<file path="src/rtl/riscv_next_pc_ctrl_if.sv">
// Fetch/decode/redirect bundle of the next-PC sequencer, together with the
// per-instruction control-flow summary that decode hands to it.
interface riscv_next_pc_ctrl_if #(
  parameter int ADDR_WIDTH = 64,
  parameter int RAS_DEPTH  = 8
);

  localparam int CNT_W = $clog2(RAS_DEPTH + 1);

  // imm is already sign-extended to ADDR_WIDTH; imm_sign is its sign bit.
  typedef struct packed {
    logic                  jal;
    logic                  jalr;
    logic                  branch;
    logic                  rs1_zero;
    logic                  rs1_ra;
    logic [ADDR_WIDTH-1:0] imm;
    logic                  imm_sign;
  } next_instr_signals_t;

  // Fetch handshake: a request is transferred in every cycle where
  // o_fetch_valid && i_fetch_ready.  While valid is high and not accepted,
  // o_fetch_pc is stable unless o_flush rises, which abandons the request.
  logic [ADDR_WIDTH-1:0] o_fetch_pc;
  logic                  o_fetch_valid;
  logic                  i_fetch_ready;

  logic                  i_dec_valid;
  logic [ADDR_WIDTH-1:0] i_dec_pc;
  next_instr_signals_t   i_signals;
  logic                  i_rd_link;

  logic                  i_redirect;
  logic [ADDR_WIDTH-1:0] i_redirect_pc;

  logic                  o_flush;
  logic [CNT_W-1:0]      o_ras_count;

  modport master (
    output o_fetch_pc, o_fetch_valid, o_flush, o_ras_count,
    input  i_fetch_ready, i_dec_valid, i_dec_pc, i_signals, i_rd_link,
           i_redirect, i_redirect_pc
  );

  modport slave (
    input  o_fetch_pc, o_fetch_valid, o_flush, o_ras_count,
    output i_fetch_ready, i_dec_valid, i_dec_pc, i_signals, i_rd_link,
           i_redirect, i_redirect_pc
  );

endinterface

</file>
<file path="src/rtl/riscv_next_pc_ctrl.sv">
// Next-PC sequencer: owns the fetch PC, statically predicts jal / backward
// branches / returns via a circular RAS, and stalls on unpredictable jalr.
module riscv_next_pc_ctrl #(
  parameter int                    ADDR_WIDTH = 64,
  parameter int                    RAS_DEPTH  = 8,
  parameter logic [ADDR_WIDTH-1:0] RESET_PC   = '0
) (
  input  logic                 i_clk,
  input  logic                 i_rst_n,
  riscv_next_pc_ctrl_if.master bus,
  output logic                 o_dbg_wait_jalr
);

  localparam int CNT_W = $clog2(RAS_DEPTH + 1);
  localparam int PTR_W = $clog2(RAS_DEPTH);

  typedef enum logic {
    ST_RUN       = 1'b0,
    ST_WAIT_JALR = 1'b1
  } state_e;

  state_e                state_q;
  logic [ADDR_WIDTH-1:0] pc_q;
  logic                  valid_q;
  logic                  flush_q;
  logic [CNT_W-1:0]      count_q;
  logic [PTR_W-1:0]      ptr_q;
  logic [ADDR_WIDTH-1:0] ras_q [RAS_DEPTH];

  logic                  dec_en;
  logic                  pred_taken;
  logic                  go_wait;
  logic                  ras_push;
  logic                  ras_pop;
  logic                  ras_replace;
  logic [ADDR_WIDTH-1:0] pred_target;
  logic [ADDR_WIDTH-1:0] link;
  logic [ADDR_WIDTH-1:0] ras_top;
  logic [ADDR_WIDTH-1:0] ret_sum;
  logic [PTR_W-1:0]      ptr_inc;
  logic [PTR_W-1:0]      ptr_dec;
  logic [CNT_W-1:0]      count_inc;

  assign link      = bus.i_dec_pc + ADDR_WIDTH'(4);
  assign ras_top   = ras_q[ptr_q];
  assign ret_sum   = ras_top + bus.i_signals.imm;
  assign ptr_inc   = ptr_q + PTR_W'(1);
  assign ptr_dec   = ptr_q - PTR_W'(1);
  assign count_inc = (count_q == CNT_W'(RAS_DEPTH)) ? count_q : count_q + CNT_W'(1);

  // A decoded instruction seen while flush is high is wrong-path; a redirect
  // in the same cycle also wins over it, so no RAS update can leak through.
  assign dec_en = bus.i_dec_valid && !flush_q && (state_q == ST_RUN) && !bus.i_redirect;

  always_comb begin
    pred_taken  = 1'b0;
    go_wait     = 1'b0;
    ras_push    = 1'b0;
    ras_pop     = 1'b0;
    ras_replace = 1'b0;
    pred_target = '0;
    if (dec_en) begin
      if (bus.i_signals.jal) begin
        pred_taken  = 1'b1;
        pred_target = bus.i_dec_pc + bus.i_signals.imm;
        ras_push    = bus.i_rd_link;
      end else if (bus.i_signals.jalr) begin
        if (bus.i_signals.rs1_zero) begin
          pred_taken  = 1'b1;
          pred_target = {bus.i_signals.imm[ADDR_WIDTH-1:1], 1'b0};
          ras_push    = bus.i_rd_link;
        end else if (bus.i_signals.rs1_ra && (count_q != '0)) begin
          // Return that also links (e.g. coroutine swap): pop+push collapses
          // into overwriting the top entry.
          pred_taken  = 1'b1;
          pred_target = {ret_sum[ADDR_WIDTH-1:1], 1'b0};
          ras_replace = bus.i_rd_link;
          ras_pop     = !bus.i_rd_link;
        end else begin
          go_wait = 1'b1;
        end
      end else if (bus.i_signals.branch && bus.i_signals.imm_sign) begin
        pred_taken  = 1'b1;
        pred_target = bus.i_dec_pc + bus.i_signals.imm;
      end
    end
  end

  always_ff @(posedge i_clk or negedge i_rst_n) begin
    if (!i_rst_n) begin
      state_q <= ST_RUN;
      pc_q    <= RESET_PC;
      valid_q <= 1'b0;
      flush_q <= 1'b0;
      count_q <= '0;
      ptr_q   <= '0;
      for (int i = 0; i < RAS_DEPTH; i++) begin
        ras_q[i] <= '0;
      end
    end else begin
      flush_q <= 1'b0;
      if (bus.i_redirect) begin
        state_q <= ST_RUN;
        pc_q    <= bus.i_redirect_pc;
        valid_q <= 1'b1;
        flush_q <= 1'b1;
      end else if (state_q == ST_WAIT_JALR) begin
        valid_q <= 1'b0;
      end else begin
        valid_q <= 1'b1;
        if (pred_taken) begin
          pc_q    <= pred_target;
          flush_q <= 1'b1;
        end else if (go_wait) begin
          state_q <= ST_WAIT_JALR;
          valid_q <= 1'b0;
          flush_q <= 1'b1;
        end else if (valid_q && bus.i_fetch_ready) begin
          pc_q <= pc_q + ADDR_WIDTH'(4);
        end
        // A push onto a full stack lands on the oldest slot; count saturates.
        if (ras_replace) begin
          ras_q[ptr_q] <= link;
        end else if (ras_push) begin
          ptr_q          <= ptr_inc;
          ras_q[ptr_inc] <= link;
          count_q        <= count_inc;
        end else if (ras_pop) begin
          ptr_q   <= ptr_dec;
          count_q <= count_q - CNT_W'(1);
        end
      end
    end
  end

  assign bus.o_fetch_pc    = pc_q;
  assign bus.o_fetch_valid = valid_q;
  assign bus.o_flush       = flush_q;
  assign bus.o_ras_count   = count_q;
  assign o_dbg_wait_jalr   = (state_q == ST_WAIT_JALR);

endmodule

</file>
<file path="src/flat_wrapper.sv">
// flat-port wrapper written by rule: the top's interface ports become plain ports
module riscv_next_pc_ctrl_flat 
#(
  parameter int                    ADDR_WIDTH = 64,
  parameter int                    RAS_DEPTH  = 8,
  parameter logic [ADDR_WIDTH-1:0] RESET_PC   = '0
)
  (i_clk, i_rst_n, o_dbg_wait_jalr, bus_o_fetch_pc, bus_o_fetch_valid, bus_o_flush, bus_o_ras_count, bus_i_fetch_ready, bus_i_dec_valid, bus_i_dec_pc, bus_i_signals, bus_i_rd_link, bus_i_redirect, bus_i_redirect_pc);
  riscv_next_pc_ctrl_if #(.ADDR_WIDTH(ADDR_WIDTH), .RAS_DEPTH(RAS_DEPTH)) bus_i ();
  input  logic i_clk;
  input  logic i_rst_n;
  output logic o_dbg_wait_jalr;
  output wire logic [$bits(bus_i.o_fetch_pc)-1:0] bus_o_fetch_pc;
  output wire logic [$bits(bus_i.o_fetch_valid)-1:0] bus_o_fetch_valid;
  output wire logic [$bits(bus_i.o_flush)-1:0] bus_o_flush;
  output wire logic [$bits(bus_i.o_ras_count)-1:0] bus_o_ras_count;
  input wire logic [$bits(bus_i.i_fetch_ready)-1:0] bus_i_fetch_ready;
  input wire logic [$bits(bus_i.i_dec_valid)-1:0] bus_i_dec_valid;
  input wire logic [$bits(bus_i.i_dec_pc)-1:0] bus_i_dec_pc;
  input wire logic [$bits(bus_i.i_signals)-1:0] bus_i_signals;
  input wire logic [$bits(bus_i.i_rd_link)-1:0] bus_i_rd_link;
  input wire logic [$bits(bus_i.i_redirect)-1:0] bus_i_redirect;
  input wire logic [$bits(bus_i.i_redirect_pc)-1:0] bus_i_redirect_pc;
  assign bus_o_fetch_pc = bus_i.o_fetch_pc;
  assign bus_o_fetch_valid = bus_i.o_fetch_valid;
  assign bus_o_flush = bus_i.o_flush;
  assign bus_o_ras_count = bus_i.o_ras_count;
  assign bus_i.i_fetch_ready = bus_i_fetch_ready;
  assign bus_i.i_dec_valid = bus_i_dec_valid;
  assign bus_i.i_dec_pc = bus_i_dec_pc;
  assign bus_i.i_signals = bus_i_signals;
  assign bus_i.i_rd_link = bus_i_rd_link;
  assign bus_i.i_redirect = bus_i_redirect;
  assign bus_i.i_redirect_pc = bus_i_redirect_pc;
  riscv_next_pc_ctrl #(.ADDR_WIDTH(ADDR_WIDTH), .RAS_DEPTH(RAS_DEPTH), .RESET_PC(RESET_PC)) u_core (.i_clk(i_clk), .i_rst_n(i_rst_n), .bus(bus_i), .o_dbg_wait_jalr(o_dbg_wait_jalr));
endmodule
</file>
<file path="config.mk">
export PLATFORM = sky130hd
export DESIGN_NAME = riscv_next_pc_ctrl_flat
export DESIGN_NICKNAME = d
export VERILOG_FILES = /design/src/rtl/riscv_next_pc_ctrl_if.sv /design/src/rtl/riscv_next_pc_ctrl.sv /design/src/flat_wrapper.sv
export SDC_FILE = /design/constraint.sdc
export NUM_CORES = 2
export LEC_CHECK = 0
export BUFFER_PORTS_ARGS = -buffer_cell sky130_fd_sc_hd__buf_4
export CORE_MARGIN = 3
export CORE_UTILIZATION = 25
export CTS_CLUSTER_DIAMETER = 30
export DETAILED_ROUTE_END_ITERATION = 8
export PLACE_DENSITY = 0.42
export REMOVE_ABC_BUFFERS = 1
export SYNTH_ARGS = -nofsm -noshare
export SYNTH_HDL_FRONTEND = slang
export SYNTH_SLANG_ARGS = --single-unit
</file>
<file path="constraint.sdc">
create_clock -name i_clk -period 12.4 [get_ports i_clk]
set_input_delay 0.62 -clock i_clk [delete_from_list [all_inputs] [get_ports i_clk]]
set_output_delay 0.62 -clock i_clk [all_outputs]
set_load 0.03 [all_outputs]
</file>
==> results.md <==
- Status: finished clean
- Setup slack after layout: around 6000 ps
- TritonCTS Buffers: 173
- HP Start: bus_i_redirect_pc[1]
- Final wirelength: 171 mm
- # resized after CTS: 0
- Die width: 382 um
- Maximum VDD drop: around 130 uV
- Setup CP Type: flip-flop to flip-flop
- Ys Warns: 0
- Final period util: about half
- Via density per instance: ~5.4
- Die footprint: 146,000 sq um
- Largest net degree at the start of global routing: 151
- Reg2reg start: u_core.ptr_q[2]
- Initial Util: approximately a quarter
- Crit path launch: u_core.ptr_q[2]
- Setup TNS: 0 ps
- Top FF cell, synth: dfrtp_1
- Placed wire-length estimate: roughly 120 mm
- I/O Buffers: between 200 and 300
- Yosys cell types: 94
- Antenna diodes: 0
- Max Clock Skew: between 30 and 40 ps
- Arrival time of the worst setup path: 7040 ps
- CTS Hold Buffers Added: 2
- CTS max path bufs: 3
- H-tree depth: 4
- CP endpoint kind: flip-flop
- Clk pwr share: a little under two fifths
- Vias in the first global route: 33,600
- Via Count: 34,600
- RSZ-0062 raised after global routing: false
- Post-synthesis cell area: ~35,000 sq um
- All-Layer GR Usage: 23.0%
- Req. time, crit path: 13,020 ps
- Wirelength per Cell: approximately 27 um
- Combinational share of power: between 30% and 40%
- Routed Antenna Nets: 0
- Final slew viol count: 0
- Floorplan row count: around 140
- Startpoint types: flip-flop
- Sequential area share after synthesis: about two fifths
- Congestion Overflow GR: 0
- Post-synth EDFFs: 0
- Total of max-cap violations: 0
- Vert. Die Dim: 382 um
- Post-synthesis cell count: 4,093
- CTS sink cnt: roughly 590
- Pwr/cell area: ~270 nW/um^2
- Initial antenna violation count: 9
- Area delta synth->final: 29.3%
- Post-route DRC violation count: 0
- Root Driver: clkbuf_16
- Async SR Flop Fraction: 100%
- # setup viols final: 0
- Internal: about 7500 uW
- Gp weighted congestion: ~0.94
- Yosys reg bits: between 500 and 600
- Tmin final: between 6000 and 7000 ps
- Drt initial violations: approximately 3,600
- Clk Latency, worst-skew pair: ~800 ps
- Normalized max-slew margin: between 10% and 20%
- Sw Pwr: approximately 4800 uW
- First-pass GRT wire length: 247 mm
- Syn_area_per_cell: about 8.6 sq um
- Switching Share: between 30 and 40%
- Ports: 275
- HP Class: input port to flip-flop
- Post-CTS setup buffers: 0
- Core region area: about 140,000 sq um
- Cell leakage power: 0.0195 uW
- Achievable Freq: between 150 and 200 MHz
- CTS tree: yes
- CP max FO: 36
- Worst Tran Pin Value: approximately 1200 ps
- Sequential power share: between 20% and 30%
- Clock slew at reported path FFs: 40 ps
- Fin. Hold Viols: 0
- Fraction of layout cells with a size suffix above 1: around 16%
- DR pass1 iterations: 6
- Pre-CTS setup slack: roughly 6300 ps
- Final nets: about 4,700
## final timing paths
check                      cells past startpoint                         to  slack (ps)
max                                           15  u_core.bus.o_fetch_pc[32]        5980
min                                            3   u_core.bus.o_fetch_pc[1]          80
max reg2reg                                   15  u_core.bus.o_fetch_pc[32]        5980
min reg2reg                                    1          u_core.ras_q[272]         490
max in group asynchronous                      5           u_core.ras_q[14]        8910
min in group asynchronous                      2  u_core.bus.o_fetch_pc[38]         450
## routing by layer
| layer | routed length (um) | up-vias | global-route usage, % |
|---|---|---|---|
| met5 | 50 | - | 0 |
| met4 | 3240 | 8 | 5.15 |
| met3 | 15300 | 227 | 6.18 |
| met2 | 72100 | 1522 | 33.3 |
| met1 | 80500 | 17200 | 34.0 |
| li1 | - | 15600 | - |
## cells in the final DEF, fill, tap and decap left out, drive strengths merged, types with 19 or more instances in the layout
| cell type | n |
|---|---|
| a21oi | 719 |
| nor2 | 628 |
| dfrtp | 586 |
| buf | 336 |
| a22oi | 280 |
| clkbuf | 226 |
| nand2 | 225 |
| o21ai | 137 |
| ha | 131 |
| nand4 | 130 |
| xnor2 | 106 |
| xor2 | 96 |
| nand3 | 83 |
| a21o | 76 |
| inv | 65 |
| nor3 | 61 |
| clkinv | 45 |
| and3 | 42 |
| a221oi | 39 |
| mux2 | 35 |
| bufinv | 25 |
| a31oi | 22 |
| o211ai | 21 |
| o21bai | 20 |
| o221ai | 19 |
## kinds of logic (layout without fill, tap and decap cells)
| group | after synthesis | count (layout) | synth area share (%) |
|---|---|---|---|
| simple gates | 1289 | 1289 | 16.7 |
| buf+inv | 329 | 716 | 3.73 |
| mux | 43 | 43 | 1.38 |
| flops | 586 | 586 | 41.6 |
| fa+ha+maj | 134 | 134 | 4.82 |
| compound gates | 1510 | 1510 | 26.7 |
| xor+xnor | 202 | 202 | 5.02 |
## worst max-delay path, stage by stage, from the launching register on
cell and delay [ps]:
dfrtp_1 890, and3_4 730, buf_4 740, a22oi_1 190, and4_1 240, fa_1 410
nor2b_1 210, o21ai_0 200, a31o_2 350, a211oi_1 660, nor2_1 200, o211ai_1 320
a21boi_0 170, xnor2_1 160, a221oi_1 590, a221oi_1 170
## power groups by stage
| stage | Clock, uW | Sequential (uW) | Combinational, uW |
|---|---|---|---|
| after floorplan | 0 | 3050 | 2830 |
| after global placement | 0 | 3150 | 4330 |
| after detailed placement | 0 | 3130 | 4340 |
| after CTS | 4750 | 3110 | 4370 |
| after global routing | 4870 | 3210 | 4840 |
| final | 4690 | 3130 | 4450 |
## Yosys cell counts (18+ instances only)
library cell	number	area, sq um
o22ai_1	18	113
xor2_1	96	841
nor2_1	626	2350
dfrtp_1	586	14700
a21oi_1	719	3600
o211ai_1	21	158
a31oi_1	22	138
buf_2	54	270
o21bai_1	20	150
ha_1	131	1640
nand2_1	225	845
o21ai_0	132	661
mux2_2	33	372
a221oi_1	39	342
xnor2_1	106	928
o221ai_1	19	166
clkbuf_1	208	781
nand3_1	81	405
nand4_1	130	813
a22oi_1	280	2100
and3_1	39	244
inv_1	60	225
nor3_1	59	295
a21o_1	76	571
## final cells by class
class                   count  area, sq um
clock buffers             226         4900
clock inverters            91         1330
fillers                 14600        94100
inverters                  61          229
multi-input cells        3178        19500
flip-flops and latches    586        14700
well taps                1876         2350
repair buffers            338         2570
## state kept, by name (all words and copies together) (netlist names)
register	cells
u_core.bus.o_fetch_pc	64
u_core.ras_q	512
u_core.o_dbg_wait_jalr	1
u_core.bus.o_fetch_valid	1
u_core.ptr_q	3
u_core.bus.o_ras_count	4
u_core.bus.o_flush	1
## stage by stage
stage | utilization (%) | hold slack, ps | cells | total power, uW | cell area (sq um)
after floorplan | - | 324 | 3825 | 5880 | 34200
after global placement | 28.1 | 473 | 6037 | 7480 | 39300
after detailed placement | 28.1 | 484 | 6037 | 7470 | 39300
after CTS | 32.6 | 15.7 | 6356 | 12200 | 45600
after global routing | 32.6 | 30.3 | 6356 | 12900 | 45600
final | 32.6 | 75.1 | 6356 | 12300 | 45600
Note: power is estimated with default switching activity, not from simulation.
